===== src/rtl/inner_product_requester.sv =====
`default_nettype none
// ============================================================================
// Module      : inner_product_requester
// Description : Initiator side of the PU read/write stream for an
//               inner-product layer. It pulls NUM_PE operands per read beat
//               and multiplies each lane by a broadcast weight taken from a
//               local KERNEL_LEN-entry buffer, accumulating the products.
//               After KERNEL_LEN beats it writes the NUM_PE results in one
//               strobe. This repeats num_outputs times per start, and then
//               done is pulsed.
// Ports       :
//   clk, reset          clock, synchronous active-high reset
//   start, num_outputs  job launch (IDLE only); write count latched on start
//   wt_wr_en/addr/data  weight buffer load port (IDLE only)
//   pu_rd_req/ready     read handshake; pu_data_in valid the cycle after req
//   pu_wr_req           one-cycle write strobe with pu_data_out
//   busy, done          job status
// Revision    : 1.0 - initial release
// ============================================================================
module inner_product_requester #(
  parameter int OP_WIDTH   = 16,
  parameter int NUM_PE     = 1,
  parameter int KERNEL_LEN = 9,
  parameter int CNT_WIDTH  = 16,
  localparam int DATA_WIDTH = OP_WIDTH * NUM_PE,
  localparam int ADDR_WIDTH = (KERNEL_LEN > 1) ? $clog2(KERNEL_LEN) : 1
) (
  input  logic                  clk,
  input  logic                  reset,
  input  logic                  start,
  input  logic [CNT_WIDTH-1:0]  num_outputs,
  input  logic                  wt_wr_en,
  input  logic [ADDR_WIDTH-1:0] wt_wr_addr,
  input  logic [OP_WIDTH-1:0]   wt_wr_data,
  output logic                  pu_rd_req,
  input  logic                  pu_rd_ready,
  input  logic [DATA_WIDTH-1:0] pu_data_in,
  output logic                  pu_wr_req,
  output logic [DATA_WIDTH-1:0] pu_data_out,
  output logic                  busy,
  output logic                  done
);

  typedef enum logic [2:0] {
    S_IDLE  = 3'd0,
    S_READ  = 3'd1,
    S_DRAIN = 3'd2,
    S_WRITE = 3'd3,
    S_DONE  = 3'd4
  } state_t;

  state_t                r_state;
  state_t                w_state_nxt;

  logic [ADDR_WIDTH-1:0] r_k;
  logic                  r_pipe_valid;
  logic [ADDR_WIDTH-1:0] r_pipe_k;
  logic [CNT_WIDTH-1:0]  r_out_cnt;
  logic [CNT_WIDTH-1:0]  r_num_outputs;
  logic [OP_WIDTH-1:0]   r_weight [KERNEL_LEN];

  logic                  w_last_beat;
  logic [CNT_WIDTH-1:0]  w_out_cnt_inc;
  logic [OP_WIDTH-1:0]   w_wt_sel;
  logic                  w_wt_addr_ok;

  assign w_last_beat   = (r_k == ADDR_WIDTH'(KERNEL_LEN - 1));
  assign w_out_cnt_inc = r_out_cnt + 1'b1;
  // Weight selected by the index that travelled with the beat, so it lines
  // up with the data arriving one cycle after the request.
  assign w_wt_sel      = r_weight[r_pipe_k];
  assign w_wt_addr_ok  = (32'(wt_wr_addr) < KERNEL_LEN);

  // --------------------------------------------------------------------------
  // Next-state and output decode
  // --------------------------------------------------------------------------
  always_comb begin
    w_state_nxt = r_state;
    pu_rd_req   = 1'b0;
    pu_wr_req   = 1'b0;
    done        = 1'b0;
    busy        = (r_state != S_IDLE);
    case (r_state)
      S_IDLE: begin
        if (start) begin
          w_state_nxt = (num_outputs == '0) ? S_DONE : S_READ;
        end
      end
      S_READ: begin
        // Intent to read is implied by being in READ; ready gates it.
        pu_rd_req = pu_rd_ready;
        if (pu_rd_ready && w_last_beat) begin
          w_state_nxt = S_DRAIN;
        end
      end
      S_DRAIN: begin
        w_state_nxt = S_WRITE;
      end
      S_WRITE: begin
        pu_wr_req   = 1'b1;
        w_state_nxt = (w_out_cnt_inc == r_num_outputs) ? S_DONE : S_READ;
      end
      S_DONE: begin
        done        = 1'b1;
        w_state_nxt = S_IDLE;
      end
      default: begin
        w_state_nxt = S_IDLE;
      end
    endcase
  end

  // --------------------------------------------------------------------------
  // State, beat index, beat pipeline and output counter
  // --------------------------------------------------------------------------
  always_ff @(posedge clk) begin
    if (reset) begin
      r_state       <= S_IDLE;
      r_k           <= '0;
      r_pipe_valid  <= 1'b0;
      r_pipe_k      <= '0;
      r_out_cnt     <= '0;
      r_num_outputs <= '0;
    end else begin
      r_state      <= w_state_nxt;
      r_pipe_valid <= pu_rd_req;
      r_pipe_k     <= r_k;
      if (r_state == S_IDLE && start) begin
        r_num_outputs <= num_outputs;
        r_out_cnt     <= '0;
      end
      if (pu_rd_req) begin
        r_k <= w_last_beat ? '0 : r_k + 1'b1;
      end
      if (r_state == S_WRITE) begin
        r_out_cnt <= w_out_cnt_inc;
        r_k       <= '0;
      end
    end
  end

  // --------------------------------------------------------------------------
  // Weight buffer: survives reset; writable only while idle
  // --------------------------------------------------------------------------
  always_ff @(posedge clk) begin
    if (!reset && r_state == S_IDLE && wt_wr_en && w_wt_addr_ok) begin
      r_weight[wt_wr_addr] <= wt_wr_data;
    end
  end

  // --------------------------------------------------------------------------
  // Per-lane multiply-accumulate; all arithmetic wraps at OP_WIDTH bits
  // --------------------------------------------------------------------------
  generate
    for (genvar i = 0; i < NUM_PE; i++) begin : g_lane
      logic [OP_WIDTH-1:0] r_acc;
      logic [OP_WIDTH-1:0] w_prod;

      assign w_prod = pu_data_in[i*OP_WIDTH +: OP_WIDTH] * w_wt_sel;

      always_ff @(posedge clk) begin
        if (reset) begin
          r_acc <= '0;
        end else if (r_state == S_WRITE) begin
          r_acc <= '0;
        end else if (r_pipe_valid) begin
          r_acc <= r_acc + w_prod;
        end
      end

      assign pu_data_out[i*OP_WIDTH +: OP_WIDTH] = (r_state == S_WRITE) ? r_acc : '0;
    end
  endgenerate

endmodule
`default_nettype wire

===== config.mk =====
export PLATFORM = sky130hd
export DESIGN_NAME = inner_product_requester
export DESIGN_NICKNAME = d
export VERILOG_FILES = /design/src/rtl/inner_product_requester.sv
export SDC_FILE = /design/constraint.sdc
export NUM_CORES = 1
export LEC_CHECK = 0
export CAP_MARGIN = 15
export CORE_UTILIZATION = 58
export CTS_CLUSTER_DIAMETER = 80
export DETAILED_ROUTE_END_ITERATION = 10
export DONT_BUFFER_PORTS = 1
export GPL_ROUTABILITY_DRIVEN = 0
export PLACE_DENSITY = 0.75
export RECOVER_POWER = 50
export SYNTH_ARGS = -nofsm -noshare
export SYNTH_HDL_FRONTEND = slang
export SYNTH_SLANG_ARGS = --single-unit

===== constraint.sdc =====
create_clock -name clk -period 18.89 [get_ports clk]
set_input_delay 1.889 -clock clk [delete_from_list [all_inputs] [get_ports clk]]
set_output_delay 1.889 -clock clk [all_outputs]
set_load 0.03 [all_outputs]

# Word level (Yosys, flattened, before mapping)
# Memories as Yosys holds them, arrays and structs flattened. A register that Yosys moved wholly into a read port is not among the register bits.
# Index checks and enable logic that the tools add are counted.
dict set report classes {
  addsub 3
  multipliers 1
  order_cmp 1
  n_eq_ne 8
  muxes 15
  n_reduce_logical 12
}
# operator count
set op_table {}
lappend op_table {{16-bit 2-to-1 mux} 3}
lappend op_table {{16-bit by 1-bit adder with 16-bit output (second input constant)} 1}
lappend op_table {{16-bit adder} 1}
lappend op_table {{16-bit == test} 1}
lappend op_table {{16-bit zero test} 1}
lappend op_table {{16-bit by 16-bit multiplier with 16-bit output} 1}
lappend op_table {{3-bit 2-to-1 mux} 4}
lappend op_table {{3-bit case mux with 4 select lines} 1}
lappend op_table {{4-bit 2-to-1 mux} 2}
lappend op_table {{3-bit by 2-bit == test with 1-bit output (second input constant)} 2}
lappend op_table {{1-bit logical AND} 5}
lappend op_table {{1-bit 2-to-1 mux} 5}
lappend op_table {{4-bit by 1-bit adder with 4-bit output (second input constant)} 1}
lappend op_table {{4-bit == test (second input constant)} 1}
lappend op_table {{4-bit less-than comparator (second input constant)} 1}
lappend op_table {{2-bit inequality test (second input constant)} 2}
lappend op_table {{3-bit by 1-bit == test with 1-bit output (second input constant)} 1}
lappend op_table {{3-bit == test (second input constant)} 1}
lappend op_table {{3-bit zero test} 1}
lappend op_table {{3-bit nonzero test} 1}
lappend op_table {{2-bit AND reduction} 1}
lappend op_table {{2-bit nonzero test} 1}
lappend op_table {{2-bit OR reduction} 1}
lappend op_table {{1-bit zero test} 1}
dict set report word_totals {
  reg_bits 56
  mem_bits_rw 144
  input_bits 57
  output_inout_bits 20
  word_cells 47
  mem_count 1
}
# name words word_bits rd rd_ports_with_merged_regs wr line
set memory_table {}
lappend memory_table {r_weight 9 16 1 1 1 60} ;# logic [OP_WIDTH-1:0] r_weight [KERNEL_LEN];

# Depth between registers and ports, before layout
# Gate-level depths: netlist (run 1).
dict set report logic_depth {
  depth_word 6
  depth_mapped 28
  ltp_nobuf 25
}

# Worst setup path after synthesis (run 1)
# Ideal clock, no wire load.
dict set report synth_timing {
  kind {in2reg}
  startpoint {in pu_data_in[7]}
  endpoint {reg g_lane[0].r_acc[15]}
  setup_ns 0.079
  t_arrival_ns 6.840
  path_slack_ns 11.970
  stages 19
  n_path_buf 1
  path_cell_list {buf_1 > and2_1 > fa_1 > inv_1 > fa_1 > fa_1 > fa_1 > inv_1 > fa_1 > inv_1 > fa_1 > inv_1 > ha_1 > nand3_1 > nand2_1 > a41o_1 > o41ai_1 > xnor3_1 > a211oi_2}
}
dict set report synth_between {
  elab_chain_len 2
}
# item line
set synth_lines {}
lappend synth_lines {{start, declared} 37} ;# input logic [DATA_WIDTH-1:0] pu_data_in,
lappend synth_lines {{16-bit by 16-bit multiplier with 16-bit output} 159} ;# assign w_prod = pu_data_in[i*OP_WIDTH +: OP_WIDTH] * w_wt_sel;
lappend synth_lines {{16-bit adder} 167} ;# r_acc <= r_acc + w_prod;
lappend synth_lines {{end signal, assigned} 167}
lappend synth_lines {{end, declared} 156} ;# logic [OP_WIDTH-1:0] r_acc;
# No other way between the ends.
# A chain may end at the register's enable or synchronous reset.

==> results of run 1 <==
## worst max-delay path, delay by kind of cell, from the launching register on
family | cells | cell delay [ps]
buf+inv | 3 | 140
simple gates | 4 | 760
xor+xnor | 1 | 460
flops | 1 | 1010
compound gates | 5 | 1740
fa+ha+maj | 7 | 3390
## power groups by stage
stage,registers [mW],clock network (mW),logic (mW)
2_1_floorplan,0.509,0,0.661
3_5_place_dp,0.514,0,0.811
5_1_grt,0.507,0.467,0.917
3_3_place_gp,0.514,0,0.787
4_1_cts,0.505,0.450,0.813
6_report,0.505,0.443,0.800
## layout by cell type, fill, tap and decap left out, types with 46 or more instances in the layout
cell type	count
sky130_fd_sc_hd__inv_1	165
sky130_fd_sc_hd__edfxtp_1	144
sky130_fd_sc_hd__nand2_1	139
sky130_fd_sc_hd__fa_1	94
sky130_fd_sc_hd__nor2_1	72
sky130_fd_sc_hd__dfxtp_1	59
sky130_fd_sc_hd__ha_1	55
sky130_fd_sc_hd__a21oi_1	52
sky130_fd_sc_hd__and2_1	50
sky130_fd_sc_hd__xnor2_1	46
## stage by stage
stage / instance area (um^2) / worst slack (ps) / total power, mW / util (%) / hold slack, ps
CTS: 13900 / 11320 / 1.77 / 63.8 / 464
global placement: 13200 / 11650 / 1.30 / 60.3 / 453
detailed placement: 13200 / 11350 / 1.33 / 60.3 / 456
finish: 13900 / 11300 / 1.75 / 63.7 / 461
global route: 13900 / 10900 / 1.89 / 63.7 / 473
floorplan: 12900 / 11970 / 1.17 / - / 448
## sequential cells by signal (all words and copies together), names as in the netlist, named ones only
signal / flops
r_weight: 144
r_out_cnt: 16
r_num_outputs: 16
r_pipe_valid: 1
g_lane.r_acc: 16
r_k: 4
r_state: 3
## area by class of cell
type                            instances  area (um^2)
Multi-Input combinational cell        731         6540
Timing Repair Buffer                   16          113
Inverter                              166          623
Sequential cell                       204         5530
Clock inverter                         14          189
Fill cell                            1714         7920
Tap cell                              280          350
Clock buffer                           25          562
## metal layers
metal	global-route usage, %	vias up	part of all wire [%]
li1	-	3817	-
met1	33.8	4090	43
met2	40.8	262	48
met3	4.01	33	7.0
met4	5.45	0	1.7
met5	0	-	0
## cells by family (layout without fill, tap and decap cells)
kind of cell | after synthesis | after routing
fa+ha+maj | 149 | 149
buf+inv | 217 | 221
xor+xnor | 60 | 60
simple gates | 356 | 356
compound gates | 113 | 113
mux | 53 | 53
flops | 204 | 204
## worst min path at each step
| stage | from | endpoint | slack (ps) |
|---|---|---|---|
| detailed placement | r_num_outputs[15] | r_num_outputs[15] | 460 |
| finish | r_num_outputs[15] | r_num_outputs[15] | 460 |
| CTS | r_num_outputs[15] | r_num_outputs[15] | 460 |
| floorplan | r_num_outputs[0] | r_num_outputs[0] | 450 |
| global placement | r_num_outputs[4] | r_num_outputs[4] | 450 |
| global route | r_num_outputs[15] | r_num_outputs[15] | 470 |
==> reports/results.env, run 1 <==
RUN_STATUS='complete, but fails checks'
VIOLATIONS='capacitance limit, slew limit'
ANTENNADIODECOUNT=0
TIMING.SETUP.CRITICAL_PATH_CLASS='register to register'
HOLD_VIOL_FINAL=0
VIA_PER_INST=5.71
SYNTH_ENABLE_FLOP_CELLS=144
CTS_MAX_PATH_BUFFERS=3
SYNTH.YOSYS.SEQ_AREA_SHARE_PCT=42.7
MIN_DELAY_PATH_DEPTH=2
GRT_ANTENNA_BEFORE_REPAIR=0
MAPPEDNETLISTNETS=1358
MAX_SLEW.WORST_PIN.SLEW_PS=1530
TRITONCTS.NUM_BUFFERS=22
POSTSYNTHAREAPERCELL_UM2=11.2
YOSYS_WARNINGS=0
POST-SYNTH-TOP-COUNT-CELL='sky130_fd_sc_hd__inv_1'
CTSROOTBUFFERMASTER='sky130_fd_sc_hd__clkbuf_16'
CLOCK_SINKS=204
LARGEST_FAMILY_OF_LOGIC_CELLS_BY_SYNTHESIZED_AREA='adder cells'
SYN-INSTANCE-COUNT=1152
PERIOD_SHARE_PCT=40.2
COMB_POWER_SHARE_PCT=45.8
FLOORPLAN.DIE.WIDTH_UM=151
NUMBER_OF_NETS_STILL_FAILING_ANTENNA_CHECKS_AFTER_ROUTING=0
CRIT_CHAIN='nand2b_1, o22ai_1, a21oi_1, nand2_1, fa_1, fa_1, inv_1, fa_1, fa_1, fa_1, inv_1, fa_1, inv_1, ha_1, nand3_1, nand2_1, a41o_1, o41ai_1, xnor3_1, a211oi_2'
TOTAL_CONGESTION_OVERFLOW_AFTER_GLOBAL_ROUTING=0
POWER.NET_SWITCHING_mW=0.620
WORST-R2R-SETUP-SLACK_PS=11300
FIRST_ITER_VIOLATIONS=534
HOLD_PATH_CLASS='register to register'
CRIT_PATH_END='g_lane[0].r_acc[15]'
FINAL_NET_COUNT=1347
TIMING.CRITICAL_PATH.ARRIVAL_PS=8020
YOSYS.AREA.TOP_TYPE='sky130_fd_sc_hd__edfxtp_1'
SYNTHTOPCELLSBYAREA='sky130_fd_sc_hd__edfxtp_1 (33%), sky130_fd_sc_hd__fa_1 (15%), sky130_fd_sc_hd__dfxtp_1 (9.3%)'
DIE_HEIGHT_UM=151
GRT_USAGE_PCT=24.5
SW_FRAC_OF_TOTAL_PCT=35.5
CELLINTERNALPOWER_mW=1.13
SYNTH.LIB_CELLS_USED.DISTINCT=68
TRITONCTS='built'
WORST-PATH-MAX-FANOUT=24
DRV_SLEW=35
DETAILEDROUTE.FIRSTPASSITERATIONCOUNT=5
WORSTSETUPSTARTPOINTTYPE='register'
MAXCAPVIOLCOUNT=1
SETUP_VIOL=0
DRCVIOLATIONCOUNT=0
DPL_WIRE_LENGTH_UM=18900
WORST_PATH_MAX_DELAY_CELL='sky130_fd_sc_hd__dfxtp_1'
FLOORPLAN.DIE_AREA_UM2=22900
SETUP_CLOCK_SKEW_AFTER_LAYOUT_PS=11.2
POST_SYNTH_MUX_AREA_SHARE_PCT=7.82
BUFFER_PORTS.INSERTED=0
GRT_PASS1_VIAS=8239
TOTAL_CORE_AREA_UM2=21800
POWERDENSITY_nW_PER_UM2=126
TIMING.REG2REG.WORST_PATH_DEPTH=20
INITIAL_UTIL_PCT=59.3
POWER.SHARE.CLOCK_PCT=25.4
INSERTION_DELAY_PS=500
P_LEAK_nW=5.44
TIMING.MAX_SLEW.REL_SLACK_PCT=-1.93
SYNTH_XOR_AREA_SHARE_PCT=4.50
SYNTH.CELLS.MOST_FREQUENT='sky130_fd_sc_hd__inv_1 (165), sky130_fd_sc_hd__edfxtp_1 (144), sky130_fd_sc_hd__nand2_1 (139)'
CPPEAKSTAGEDELAY_PS=1010
GRT_START_MAX_NET_PINS=43
MEAN_ROUTED_WIRELENGTH_PER_CELL_UM=18.7
CPMOSTUSEDCELL='sky130_fd_sc_hd__fa_1'
VIA_COUNT=8202
DRIVE_ABOVE_1_SHARE_PCT=7.27
PLACEMENTROWS=54
POST_SYNTH_INSTANCE_AREA_UM2=12900
POST_LAYOUT_NONFILLER_INSTANCES=1436
IO-PIN-COUNT=77
ENDPOINT_REQUIRED_TIME_ON_THE_CRITICAL_PATH_PS=19320
GRT_PASS1_WL_UM=42700
CTSHTREEMAXLEVEL=1
POSTSYNTH.TOPFLOPCELL='sky130_fd_sc_hd__edfxtp_1'
YOSYS.AREA_SHARE.ADDER_PCT=19.9
CTS.REPAIR.RESIZED=0
REGTOREGENDPOINT='g_lane[0].r_acc[15]'
FLOW.AREA_GROWTH_FROM_SYNTHESIS_PCT=7.53
NETLIST.AREA_LEADER.SHARE_PCT=33.4
FINALCRITICALPERIOD_PS=7590
SYNTHSIMPLEGATEAREAFRAC_PCT=13.1
DPL.CELL_COUNT=1397
VDD_DROP_MAX_uV=163
ROUTE.FINAL.WIRE_LENGTH_UM=26900
POST_CTS.REPAIR.SETUP_BUFFERS=0
COMPOUND_CELL_AREA_SHARE_OF_THE_YOSYS_NETLIST_PCT=5.28
POSTCTSHOLDBUFS=0
RSZ0062_AT_GRT='false'
YOSYS_REGISTER_BITS=204
FMAX_MHz=132
CLK_PIN_SLEW_WORST_PATHS_PS=60
SEQUENTIALPOWERSHARE_PCT=28.9
FIN_SETUP_TNS_PS=0
ENDPOINT_KIND='register'
SYNTH_ASYNC_SR_FLOP_SHARE_PCT=0
No activity file was read; power rests on OpenSTA's default activity.
==> run 2, diff against run 1 <==
clock period = 7.7 ns   (was 18.89 ns; I/O delays follow)
==> reports/results.env, run 2 (synthesized netlist as in run 1, its figures left out) <==
FIN_SETUP_TNS_PS=0  # unchanged
WORST-R2R-SETUP-SLACK_PS=550  # -10750 ps
FLOW.AREA_GROWTH_FROM_SYNTHESIS_PCT=7.83
SETUP_CLOCK_SKEW_AFTER_LAYOUT_PS=9.19  # -1.98 ps
ROUTE.FINAL.WIRE_LENGTH_UM=27300  # +1.4%
P_LEAK_nW=5.47  # +0.52%
GRT_START_MAX_NET_PINS=43  # unchanged
DPL.CELL_COUNT=1403  # +0.43%
WORST_HOLD_PATH.ENDPOINT='r_out_cnt[13]'
DPL_WIRE_LENGTH_UM=19200  # +1.9%
IO-PIN-COUNT=77  # unchanged
SW_FRAC_OF_TOTAL_PCT=36.3  # +0.80 points
POWER.SHARE.CLOCK_PCT=24.9  # -0.5 points
TIMING.REG2REG.WORST_PATH_DEPTH=20  # unchanged
WORST-PATH-MAX-FANOUT=15  # -38%
VIA_COUNT=8192  # -0.12%
POSTCTSHOLDBUFS=0  # unchanged
VIA_PER_INST=5.68  # -0.61%
TOTAL_CORE_AREA_UM2=21800  # unchanged
TIMING.CRITICAL_PATH.ARRIVAL_PS=7560  # -460 ps
DRV_SLEW=35  # unchanged
RSZ0062_AT_GRT='false'
CELLINTERNALPOWER_mW=2.76  # +150%
PLACEMENTROWS=54  # unchanged
NUMBER_OF_NETS_STILL_FAILING_ANTENNA_CHECKS_AFTER_ROUTING=0  # unchanged
COMB_POWER_SHARE_PCT=46.5  # +0.7 points
TIMING.MAX_SLEW.REL_SLACK_PCT=-4.31  # -2.4 points
MAX_SLEW.WORST_PIN.SLEW_PS=1560  # +35.8 ps
VDD_DROP_MAX_uV=334  # +100%
INITIAL_UTIL_PCT=59.3  # unchanged
TOP_LIBRARY_CELLS_BY_USAGE_IN_THE_LAYOUT_FILL_AND_TAPS_ASIDE='sky130_fd_sc_hd__inv_1 (165), sky130_fd_sc_hd__edfxtp_1 (144), sky130_fd_sc_hd__nand2_1 (139), sky130_fd_sc_hd__fa_1 (94), sky130_fd_sc_hd__nor2_1 (72)'
FINAL_NET_COUNT=1353  # +0.45%
GRT_PASS1_WL_UM=43500  # +1.9%
SETUP_VIOL=0  # unchanged
REGTOREGENDPOINT='g_lane[0].r_acc[15]'
HOLD_PATH_CLASS='input port to register'
DRIVE_ABOVE_1_SHARE_PCT=7.74  # +0.47 points
MEAN_ROUTED_WIRELENGTH_PER_CELL_UM=18.9  # +0.93%
CTSHTREEMAXLEVEL=1  # unchanged
VIOLATIONS='capacitance limit, slew limit'
FLOORPLAN.DIE.WIDTH_UM=151  # unchanged
DIE_HEIGHT_UM=151  # unchanged
GRT_USAGE_PCT=25.2  # +0.67 points
MIN_DELAY_PATH_DEPTH=1  # -1
GRT_ANTENNA_BEFORE_REPAIR=0  # unchanged
POST_LAYOUT_NONFILLER_INSTANCES=1443  # +0.49%
CTS_MAX_PATH_BUFFERS=3  # unchanged
DRCVIOLATIONCOUNT=0  # unchanged
INSERTION_DELAY_PS=500  # about the same
ENDPOINT_KIND='register'
ANTENNADIODECOUNT=0  # unchanged
TRITONCTS='built'
CTS.REPAIR.RESIZED=0  # unchanged
ENDPOINT_REQUIRED_TIME_ON_THE_CRITICAL_PATH_PS=8110  # -11210 ps
POST_CTS.REPAIR.SETUP_BUFFERS=0  # unchanged
MAXCAPVIOLCOUNT=1  # unchanged
CLOCK_SINKS=204  # unchanged
CLK_PIN_SLEW_WORST_PATHS_PS=60  # about the same
GRT_PASS1_VIAS=8400  # +2.0%
FINAL_COMMON_CELL='sky130_fd_sc_hd__inv_1'
TOTAL_CONGESTION_OVERFLOW_AFTER_GLOBAL_ROUTING=0  # unchanged
LARGEST_REGISTER='r_weight'
POWER.NET_SWITCHING_mW=1.57  # +150%
SEQUENTIALPOWERSHARE_PCT=28.6  # -0.3 points
MIN_FROM='reset'
FIRST_ITER_VIOLATIONS=615  # +15%
FLOORPLAN.DIE_AREA_UM2=22900  # unchanged
BUFFER_PORTS.INSERTED=0  # unchanged
TRITONCTS.NUM_BUFFERS=22  # unchanged
FINALCRITICALPERIOD_PS=7150  # -437 ps
WORSTSETUPSTARTPOINTTYPE='register'
HOLD_VIOL_FINAL=0  # unchanged
DETAILEDROUTE.FIRSTPASSITERATIONCOUNT=5  # unchanged
TIMING.SETUP.CRITICAL_PATH_CLASS='register to register'
FMAX_MHz=140  # +6.1%
POWERDENSITY_nW_PER_UM2=311  # +150%
PERIOD_SHARE_PCT=92.9  # +53 points
RUN_STATUS='complete, but fails checks'
CTSROOTBUFFERMASTER='sky130_fd_sc_hd__clkbuf_16'
LARGEST_REG_FLOPS=144  # unchanged
run 2: cell count changes in the layout (fill, tap and decap cells not counted), sizes merged:
| cell | change |
|---|---|
| bufinv | -1 |
| clkbuf | +3 |
| inv | +1 |
| clkinv | -2 |
| buf | +6 |
run 2: power by group through the flow:
stage,Clock [mW],Sequential [mW],Combinational (mW)
floorplan,0,1.25,1.62
global route,1.13,1.24,2.27
finish,1.08,1.24,2.02
CTS,1.09,1.24,2.02
detailed placement,0,1.26,2.02
global placement,0,1.26,1.94
run 2: area by class of cell:
type,instances,area [um^2]
Multi-Input combinational cell,731,6550
Tap cell,280,350
Inverter,166,623
Clock buffer,28,594
Fill cell,1638,7880
Sequential cell,204,5530
Timing Repair Buffer,22,158
Clock inverter,12,145
run 2: worst max path at each step:
| stage | from | end | slack, ps | depth (start not counted) |
|---|---|---|---|---|
| finish | register | g_lane[0].r_acc[15] | 550 | 20 |
| global route | register | g_lane[0].r_acc[15] | 280 | 20 |
| CTS | register | g_lane[0].r_acc[15] | 600 | 20 |
| detailed placement | register | g_lane[0].r_acc[15] | 600 | 20 |
| global placement | register | g_lane[0].r_acc[15] | 800 | 20 |
| floorplan | register | g_lane[0].r_acc[15] | 1070 | 25 |
run 2: layer usage:
metal  GRT usage [%]  wire length [um]  up-vias  part of all wire (%)
met4            8.35               678        0                   2.5
met1            33.6             11600     4042                    42
li1                -                 -     3836                     -
met5               0                 0        -                     0
met3            4.55              1800       54                   6.6
met2            41.7             13300      260                    49
run 2: per-stage QoR:
step	total power [mW]	cell area (um^2)	setup WS (ps)	hold slack, ps	util (%)
floorplan	2.87	12900	1070	448	-
global placement	3.20	13200	800	456	60.5
detailed placement	3.28	13200	600	461	60.5
CTS	4.36	14000	601	306	63.9
global route	4.65	13900	281	308	63.9
finish	4.34	13900	550	331	63.9
run 2: critical path: stages (launching register included):
cell and delay, ps:
sky130_fd_sc_hd__dfxtp_1 740, sky130_fd_sc_hd__mux4_1 290, sky130_fd_sc_hd__o22ai_1 80, sky130_fd_sc_hd__a21oi_1 910, sky130_fd_sc_hd__nand2_1 200, sky130_fd_sc_hd__fa_1 540
sky130_fd_sc_hd__fa_1 540, sky130_fd_sc_hd__inv_1 50, sky130_fd_sc_hd__fa_1 470, sky130_fd_sc_hd__fa_1 510, sky130_fd_sc_hd__fa_1 490, sky130_fd_sc_hd__inv_1 50
sky130_fd_sc_hd__fa_1 470, sky130_fd_sc_hd__inv_1 40, sky130_fd_sc_hd__ha_1 340, sky130_fd_sc_hd__nand3_1 90, sky130_fd_sc_hd__nand2_1 50, sky130_fd_sc_hd__a41o_1 230
sky130_fd_sc_hd__o41ai_1 280, sky130_fd_sc_hd__xnor3_1 470, sky130_fd_sc_hd__a211oi_2 200
